<file path="src/rtl/pipe_stage_reg.sv">
// rtl/pipe_stage_reg.sv - elastic pipeline stage register with skid buffer, flush and NOP injection
// Optional statistics counters are enabled with the macro PIPE_STAGE_STATS_EN.
module pipe_stage_reg #(
  parameter int                DATA_W   = 64,
  parameter int                CTRL_W   = 8,
  parameter logic [DATA_W-1:0] NOP_DATA = DATA_W'(64'h13),
  parameter int                CNT_W    = 16
) (
  input  logic              clk,
  input  logic              rst_n,
  input  logic              flush,
  input  logic              in_valid,
  output logic              in_ready,
  input  logic [DATA_W-1:0] in_data,
  input  logic [CTRL_W-1:0] in_ctrl,
  output logic              out_valid,
  input  logic              out_ready,
  output logic [DATA_W-1:0] out_data,
  output logic [CTRL_W-1:0] out_ctrl,
  output logic [CNT_W-1:0]  stall_cnt,
  output logic [CNT_W-1:0]  bubble_cnt
);

  typedef enum logic [1:0] {
    ST_EMPTY = 2'd0,
    ST_ONE   = 2'd1,
    ST_TWO   = 2'd2
  } state_t;

  state_t            state, state_nxt;
  logic [DATA_W-1:0] main_data, main_data_nxt;
  logic [CTRL_W-1:0] main_ctrl, main_ctrl_nxt;
  logic [DATA_W-1:0] skid_data, skid_data_nxt;
  logic [CTRL_W-1:0] skid_ctrl, skid_ctrl_nxt;
  logic              in_fire, out_fire;

  // Handshake flags are decoded straight from the state register, so in_ready
  // never depends combinationally on out_ready.
  assign out_valid = (state != ST_EMPTY);
  assign in_ready  = (state != ST_TWO);
  assign in_fire   = in_valid & in_ready;
  assign out_fire  = out_valid & out_ready;
  assign out_data  = main_data;
  assign out_ctrl  = main_ctrl & {CTRL_W{out_valid}};

  // State, main and skid registers; everything returns to the bubble image on reset.
  always_ff @(posedge clk or negedge rst_n) begin
    if (!rst_n) begin
      state     <= ST_EMPTY;
      main_data <= NOP_DATA;
      main_ctrl <= '0;
      skid_data <= '0;
      skid_ctrl <= '0;
    end else begin
      state     <= state_nxt;
      main_data <= main_data_nxt;
      main_ctrl <= main_ctrl_nxt;
      skid_data <= skid_data_nxt;
      skid_ctrl <= skid_ctrl_nxt;
    end
  end

  // Next-state and slot contents; flush overrides every other transition.
  always_comb begin
    state_nxt     = state;
    main_data_nxt = main_data;
    main_ctrl_nxt = main_ctrl;
    skid_data_nxt = skid_data;
    skid_ctrl_nxt = skid_ctrl;
    if (flush) begin
      state_nxt     = ST_EMPTY;
      main_data_nxt = NOP_DATA;
      main_ctrl_nxt = '0;
      skid_data_nxt = '0;
      skid_ctrl_nxt = '0;
    end else begin
      case (state)
        ST_EMPTY: begin
          if (in_fire) begin
            main_data_nxt = in_data;
            main_ctrl_nxt = in_ctrl;
            state_nxt     = ST_ONE;
          end
        end
        ST_ONE: begin
          if (in_fire && out_fire) begin
            main_data_nxt = in_data;
            main_ctrl_nxt = in_ctrl;
          end else if (in_fire) begin
            skid_data_nxt = in_data;
            skid_ctrl_nxt = in_ctrl;
            state_nxt     = ST_TWO;
          end else if (out_fire) begin
            main_data_nxt = NOP_DATA;
            main_ctrl_nxt = '0;
            state_nxt     = ST_EMPTY;
          end
        end
        ST_TWO: begin
          if (out_fire) begin
            main_data_nxt = skid_data;
            main_ctrl_nxt = skid_ctrl;
            skid_data_nxt = '0;
            skid_ctrl_nxt = '0;
            state_nxt     = ST_ONE;
          end
        end
        default: begin
          state_nxt     = ST_EMPTY;
          main_data_nxt = NOP_DATA;
          main_ctrl_nxt = '0;
          skid_data_nxt = '0;
          skid_ctrl_nxt = '0;
        end
      endcase
    end
  end

`ifdef PIPE_STAGE_STATS_EN
  logic [CNT_W-1:0] stall_q, bubble_q;

  // Saturating stall/bubble counters; flush deliberately leaves them alone.
  always_ff @(posedge clk or negedge rst_n) begin
    if (!rst_n) begin
      stall_q  <= '0;
      bubble_q <= '0;
    end else begin
      if (out_valid && !out_ready && (stall_q != {CNT_W{1'b1}}))
        stall_q <= stall_q + 1'b1;
      if (!out_valid && (bubble_q != {CNT_W{1'b1}}))
        bubble_q <= bubble_q + 1'b1;
    end
  end

  assign stall_cnt  = stall_q;
  assign bubble_cnt = bubble_q;
`else
  assign stall_cnt  = '0;
  assign bubble_cnt = '0;
`endif

endmodule
</file>
<file path="config.mk">
export PLATFORM = sky130hd
export DESIGN_NAME = pipe_stage_reg
export DESIGN_NICKNAME = d
export VERILOG_FILES = /design/src/rtl/pipe_stage_reg.sv
export SDC_FILE = /design/constraint.sdc
export NUM_CORES = 1
export LEC_CHECK = 0
export BUFFER_PORTS_ARGS = -buffer_cell sky130_fd_sc_hd__buf_2
export CAP_MARGIN = 5
export CORE_ASPECT_RATIO = 0.75
export CORE_UTILIZATION = 25
export DETAILED_ROUTE_END_ITERATION = 8
export PLACE_DENSITY = 0.48
export SLEW_MARGIN = 5
export SYNTH_ARGS = -nofsm -noshare
export SYNTH_HDL_FRONTEND = slang
export SYNTH_SLANG_ARGS = --single-unit
</file>
<file path="constraint.sdc">
create_clock -name clk -period 4.05 [get_ports clk]
set_clock_uncertainty 0.15 [all_clocks]
set_input_delay 0.2025 -clock clk [delete_from_list [all_inputs] [get_ports clk]]
set_output_delay 0.2025 -clock clk [all_outputs]
set_load 0.1 [all_outputs]
</file>
==> results of run 1 <==
## layout make-up
cell class | instances | area share [%]
multi-input cells | 355 | 27.8
well taps | 351 | 4.76
inverters | 77 | 3.13
clock buffers | 18 | 4.76
repair buffers | 237 | 17.7
clock inverters | 14 | 2.21
flip-flops and latches | 146 | 39.6
## flip-flops by register name, summed over array words and instances, names as in the netlist
signal / flops
skid_ctrl: 8
out_data: 64
main_ctrl: 8
state: 2
skid_data: 64
## synthesized netlist by cell type
cell | n | share of area, %
nor3b_1 | 2 | 0.22
inv_1 | 75 | 4.1
a21o_1 | 1 | 0.11
o21ai_1 | 1 | 0.072
buf_2 | 27 | 2.0
nand3b_1 | 1 | 0.11
dfstp_2 | 3 | 1.1
clkbuf_1 | 10 | 0.54
conb_1 | 1 | 0.054
xor2_1 | 1 | 0.13
o22a_1 | 1 | 0.13
a21boi_1 | 1 | 0.11
buf_6 | 10 | 1.6
nor2_4 | 2 | 0.33
nand2_1 | 76 | 4.1
buf_4 | 34 | 3.7
nor2_1 | 1 | 0.054
o21bai_1 | 1 | 0.11
dfrtp_1 | 143 | 52
a21oi_2 | 1 | 0.13
o2bb2ai_1 | 63 | 8.0
and2b_1 | 1 | 0.11
o2bb2ai_2 | 6 | 1.3
inv_2 | 2 | 0.11
a21oi_1 | 5 | 0.36
nor2b_1 | 14 | 1.3
mux2i_1 | 72 | 10
o31ai_4 | 1 | 0.31
a22oi_1 | 72 | 7.8
## worst max path at each step
stage / start / slack [ns] / endpoint
floorplan: state[0] / 1.83 / out_ctrl[0]
global placement: state[1] / 1.66 / out_data[36]
detailed placement: state[1] / 1.63 / out_data[46]
CTS: state[1] / 1.45 / in_ready
global route: state[1] / 1.34 / in_ready
finish: state[1] / 1.51 / in_ready
## where the power goes
part           total (mW)  internal, mW  leakage (nW)  switching (mW)
clock network        1.73          1.06         0.304           0.674
logic                1.04         0.235          2.14           0.810
registers            1.61          1.55          1.98          0.0593
total                4.39          2.85          4.42            1.54
## worst max-delay path, stage by stage, from the launching register on
cell and delay (ns):
dfrtp_1 0.66, and2b_4 0.71, inv_2 0.07, buf_2 0.32
## per-layer routing
| layer | GRT usage [%] | vias to the layer above |
|---|---|---|
| met1 | 20.9 | 2560 |
| met4 | 4.13 | 0 |
| met2 | 21.6 | 125 |
| met3 | 3.74 | 10 |
| li1 | - | 2516 |
| met5 | 0 | - |
## metrics by stage
step                      cell area, um2  instances  hold WS, ns
after floorplan                     7040        659       -0.243
after CTS                           9240       1198        0.236
after global routing                9240       1198        0.278
after detailed placement            7830       1090        0.134
final                               9240       1198        0.230
after global placement              7830       1090        0.132
## kinds of logic (layout without fill, tap and decap cells)
group | after synthesis | count (layout) | synth area share [%]
compound gates | 153 | 153 | 18.4
buf+inv | 158 | 346 | 12.0
simple gates | 97 | 97 | 6.20
other cells | 1 | 32 | 0.0542
xor+xnor | 1 | 1 | 0.127
flops | 146 | 146 | 52.8
mux | 72 | 72 | 10.4
## repair_timing
item | 4_1_cts | 5_1_grt
hold buffers | 76 | 0
endpoints found under the hold margin | 214 | 0
buffers inserted | 0 | 0
==> summary.md, run 1 <==
| Metric | Value |
|---|---|
| Highest routed layer | `met4` |
| Std cell rows | `52` |
| Final cycle utilization of the critical path | `62.7%` |
| Most frequent cells in the layout | `buf_2 (149), dfrtp_1 (143), nand2_1 (76), dlygate4sd3_1 (76), inv_1 (75)` |
| Cell variety after synth | `29` |
| Maximum fanout along the worst path | `47` |
| DR iter-0 viols | `253` |
| R2R Setup Slk | `1.65 ns` |
| Largest net degree at the start of global routing | `76` |
| Final ANT Viol Nets | `0` |
| Post-CTS Resized | `0` |
| Final Hold Fails | `0` |
| Initial Util | `about a quarter` |
| Mapped Cells | `628` |
| Register bit count reported by yosys | `146` |
| Area of all sequential standard cells | `3660 um2` |
| Setup CP Type | `reg2out` |
| Worst-path clk slew | `0.06 ns` |
| Die height | `146 um` |
| Min Clock Period, post-route | `2.54 ns` |
| Diode count | `0` |
| Clock latency on the worst-skew pair | `0.43 ns` |
| Global-route wire length before repair | `31800 um` |
| IO Pins | `183` |
| Layout net count | `911` |
| Critical path endpoint category | `primary output` |
| Worst VDD drop | `0.000287 V` |
| Worst hold path type | `in2async` |
| GRT Total Usage | `14.6%` |
| Mean Syn Cell Area | `11.0 um2` |
| Post-DR vias/cell | `4.35` |
| Die X | `194 um` |
| Reg2Reg Depth | `4` |
| Pre-Repair DR Iteration Count | `4` |
| Pre-CTS WS | `around 1.6 ns` |
| Area of the multi-input gates | `2570 um2` |
| Clock buffer count from CTS | `17` |
| Std-Cell Core Area | `27100 um2` |
| I/O Buffers | `150` |
| Max frequency | `394 MHz` |
| Total wire length | `19700 um` |
| Routability cong. | `roughly 0.71` |
| RR Startpoint | `state[1]` |
| RSZ-0062 raised after global routing | `no` |
| Worst slew margin | `44.7%` |
| Vias in the first global route | `5446` |
| Max Slew Vio Count | `0` |
| Synth Warn # | `0` |
| Total power | `between 4 and 5 mW` |
| Crit path DAT | `2.19 ns` |
| H-tree depth | `4` |
| Post-layout util | `34.1%` |
| Sequential fraction of the synthesis area | `between 50 and 60%` |
| Status | `completed` |
| Slew @ Worst Pin | `about 0.83 ns` |
| Metal1 wirelength | `9980 um` |
| CTS tree | `done` |
| Routed WL per cell | `16.4 um` |
| Final HPWL DP | `11800 um` |
| CP startpoint kind | `register` |
| Worst EP required | `3.70 ns` |
| Share of cells above drive strength 1 | `24.9%` |
| Root Buffer | `clkbuf_16` |
| Final WS setup | `1.51 ns` |
| GRT Residual Overflow | `0` |
| FILL cells | `approximately 2700` |
| PwrDens | `475 nW/um2` |
| DIE AREA | `28400 um2` |
| Setup Viol. Count Final | `0` |
| Met3 Routed Length | `868 um` |
| Routed wl met2 | `8670 um` |
| Most common cell after layout, fill and taps aside | `buf_2` |
| Leakage power figure | `4.42 nW` |
| Setup TNS | `0 ns` |
| R2r endpoint | `out_data[52]` |
| Max-cap violation count | `0` |
| Num Clock Sinks | `146` |
| Via count | `5211` |
| Residual DRC | `0` |
| Layout area overhead | `33.4%` |
| Antenna violations before repair | `0` |
| Synth Cell Area | `6920 um2` |
| Clk buf depth | `2` |
Power figures use the tool's default switching activity.
==> run 2, diff against run 1 <==
--- a/config.mk
+++ b/config.mk
@@ -10,7 +10,7 @@
 export CORE_ASPECT_RATIO = 0.75
 export CORE_UTILIZATION = 25
 export DETAILED_ROUTE_END_ITERATION = 8
-export PLACE_DENSITY = 0.48
+export PLACE_DENSITY = 0.49
 export SLEW_MARGIN = 5
 export SYNTH_ARGS = -nofsm -noshare
 export SYNTH_HDL_FRONTEND = slang
==> constraint.sdc (replaced) <==
create_clock -name clk -period 2.1 [get_ports clk]
set_clock_uncertainty 0.15 [all_clocks]
set_input_delay 0.105 -clock clk [delete_from_list [all_inputs] [get_ports clk]]
set_output_delay 0.105 -clock clk [all_outputs]
set_load 0.1 [all_outputs]
==> run 2 against run 1 <==
Against the previous run:
- clock power is 87% higher
- die area stayed put
- core utilization is 0.52 points higher
- setup slack worse by 1.4 ns
- count of clock-buffer cells in the layout is 2 higher
- critical path type unchanged
- critical endpoint is now out_ctrl[4]
- highest routed layer unchanged
==> summary.md, run 2 (synthesis results as in run 1) <==
| Metric | Value |
|---|---|
| Worst hold margin | `0.0368 ns (was 0.230 ns)` |
| Cells along the critical path | `nor2_4 > buf_4 > nor2b_1 > buf_4 (was and2b_4 > inv_2 > buf_2)` |
| Setup CP Type | `reg2out (unchanged)` |
| Antenna violations before repair | `2 (was 0)` |
| Crit path DAT | `1.75 ns (was 2.19 ns)` |
| Vias in the first global route | `5452 (was 5446)` |
| Maximum fanout along the worst path | `9 (was 47)` |
| RSZ-0062 raised after global routing | `no (unchanged)` |
| Final instance area | `9380 um2 (was 9240 um2)` |
| Final cycle utilization of the critical path | `around 95%` |
| Slew @ Worst Pin | `0.541 ns (was 0.829 ns)` |
| Area of the multi-input gates | `2570 um2 (about the same)` |
| CP bufs+invs | `2 (unchanged)` |
| Pre-Repair DR Iteration Count | `4 (unchanged)` |
| Worst VDD drop | `0.000524 V (was 0.000287 V)` |
| Die height | `146 um (unchanged)` |
| Initial Util | `25.6% (unchanged)` |
| RR Startpoint | `state[1] (unchanged)` |
| Reg2Reg Depth | `5 (was 4)` |
| Critical path endpoint category | `primary output (unchanged)` |
| Total wire length | `19100 um (was 19700 um)` |
| Setup Buffers After CTS | `0 (unchanged)` |
| Share of cells above drive strength 1 | `25.6% (was 24.9%)` |
| H-tree depth | `4 (unchanged)` |
| DIE AREA | `28400 um2 (unchanged)` |
| Clock latency on the worst-skew pair | `0.43 ns (about the same)` |
| Area of all sequential standard cells | `3660 um2 (unchanged)` |
| FILL cells | `2713 (was 2716)` |
| Max frequency | `about 500 MHz` |
| Most common cell after layout, fill and taps aside | `dfrtp_1 (was buf_2)` |
| Residual DRC | `0 (unchanged)` |
| Worst EP required | `1.85 ns (was 3.70 ns)` |
| Placed insts | `1098 (was 1090)` |
| CTS tree | `done (unchanged)` |
| Post-DR vias/cell | `4.44 (was 4.35)` |
| Root Buffer | `clkbuf_16 (unchanged)` |
| DR iter-0 viols | `243 (was 253)` |
| DP Area | `7970 um2 (was 7830 um2)` |
| Final HPWL DP | `11600 um (was 11800 um)` |
| CP startpoint kind | `register (unchanged)` |
| Internal | `5.44 mW (was 2.85 mW)` |
| Layout net count | `919 (was 911)` |
| Max-cap violation count | `0 (unchanged)` |
| Final WS setup | `0.0966 ns (was 1.51 ns)` |
| Slowest CP cell | `dfrtp_1 (was and2b_4)` |
| Setup Viol. Count Final | `0 (unchanged)` |
| Leakage power figure | `4.48 nW (was 4.42 nW)` |
| Final ANT Viol Nets | `0 (unchanged)` |
| Pre-CTS WS | `0.240 ns (was 1.63 ns)` |
| Max Slew Vio Count | `0 (unchanged)` |
| Status | `completed (unchanged)` |
| Post-route insts no fill | `1208 (was 1198)` |
| Clock network fraction of design power | `38.5% (was 39.5%)` |
| Std-Cell Core Area | `27100 um2 (unchanged)` |
| PwrDens | `893 nW/um2 (was 475 nW/um2)` |
| Seq pwr share | `37.1% (was 36.7%)` |
| Worst slew margin | `64.0% (was 44.7%)` |
| Routed WL per cell | `15.8 um (was 16.4 um)` |
| Largest net degree at the start of global routing | `58 (was 76)` |
| Clk buf depth | `2 (unchanged)` |
| Combinational power share | `24.4% (was 23.8%)` |
| Worst path max stage delay | `0.56 ns (was 0.71 ns)` |
| Critical path's top delay family | `flip-flops (was simple AND/OR/NAND/NOR gates)` |
| R2r endpoint | `out_data[54] (was out_data[52])` |
| Worst-path clk slew | `0.07 ns (was 0.06 ns)` |
| Total power | `8.37 mW (was 4.39 mW)` |
| Std cell rows | `52 (unchanged)` |
| R2R Setup Slk | `0.24 ns (was 1.65 ns)` |
| Global-route wire length before repair | `30800 um (was 31800 um)` |
| IO Pins | `183 (unchanged)` |
| NetSw | `2.93 mW (was 1.54 mW)` |
| I/O Buffers | `150 (unchanged)` |
| Layout area overhead | `35.4% (was 33.4%)` |
| Min Clock Period, post-route | `2.00 ns` |
| GRT Residual Overflow | `0 (unchanged)` |
| Sw Ratio | `35.0% (was 35.2%)` |
| Via count | `5359 (was 5211)` |
| Die X | `194 um (unchanged)` |
| Most used cell along the critical path | `buf_4` |
| Worst hold path type | `in2async (unchanged)` |
| GRT Total Usage | `14.0% (was 14.6%)` |
| Num Clock Sinks | `146 (unchanged)` |
| Clock buffer count from CTS | `17 (unchanged)` |
| Routability cong. | `0.687 (was 0.707)` |
| Most frequent cells in the layout | `dfrtp_1 (143), buf_2 (140), nand2_1 (76), dlygate4sd3_1 (76), inv_1 (75) (was buf_2 (149), dfrtp_1 (143), nand2_1 (76), dlygate4sd3_1 (76), inv_1 (75))` |
| Final Hold Fails | `0 (unchanged)` |
-- run 2: changes by cell type in the layout (fill, tap and decap cells not counted), sizes merged --
cell / delta
buf: +6
bufinv: -1
clkbuf: +4
clkinv: +2
clkinvlp: -1
diode: +2
inv: -2
-- run 2: area by class of cell --
class | instances | area share, %
well taps | 351 | 4.68
clock buffers | 20 | 4.98
multi-input cells | 355 | 27.4
diodes | 2 | 0.0534
flip-flops and latches | 146 | 39.0
inverters | 77 | 3.08
clock inverters | 12 | 1.65
repair buffers | 245 | 19.2
-- run 2: per-layer routing --
layer / GRT usage (%) / vias to the layer above / share of wire [%] / wire [um]
li1: - / 2533 / - / -
met1: 18.9 / 2675 / 48 / 9100
met2: 21.7 / 133 / 46 / 8790
met3: 3.77 / 18 / 5.0 / 957
met4: 4.84 / 0 / 1.4 / 276
met5: 0 / - / 0 / 0
-- run 2: repair_timing --
item,CTS,global route
resized for setup,6,2
hold endpoints to repair,289,0
setup endpoints to repair,6,2
hold buffers,76,0
-- run 2: worst max path at each step --
stage	startpoint	endpoint	slack [ns]	depth (start not counted)
4_1_cts	state[1]	out_ctrl[2]	0.006	4
3_5_place_dp	state[1]	out_data[52]	0.24	5
3_3_place_gp	state[1]	out_data[31]	0.27	5
6_report	state[1]	out_ctrl[4]	0.1	4
5_1_grt	state[1]	out_ctrl[4]	0.01	4
2_1_floorplan	state[0]	out_ctrl[0]	-0.02	3
-- run 2: power groups by stage --
stage	registers [mW]	logic (mW)	clock network, mW
2_1_floorplan	3.82	0.868	0
3_3_place_gp	3.15	1.95	0
3_5_place_dp	3.15	1.95	0
4_1_cts	3.11	2.06	3.36
5_1_grt	3.13	2.16	3.46
6_report	3.11	2.04	3.23
-- run 2: through the flow --
step | TNS [ns] | utilization [%]
finish | 0 | 34.6
global route | 0 | 34.6
CTS | 0 | 34.6
detailed placement | 0 | 29.4
global placement | 0 | 29.4
floorplan | -0.165 | -
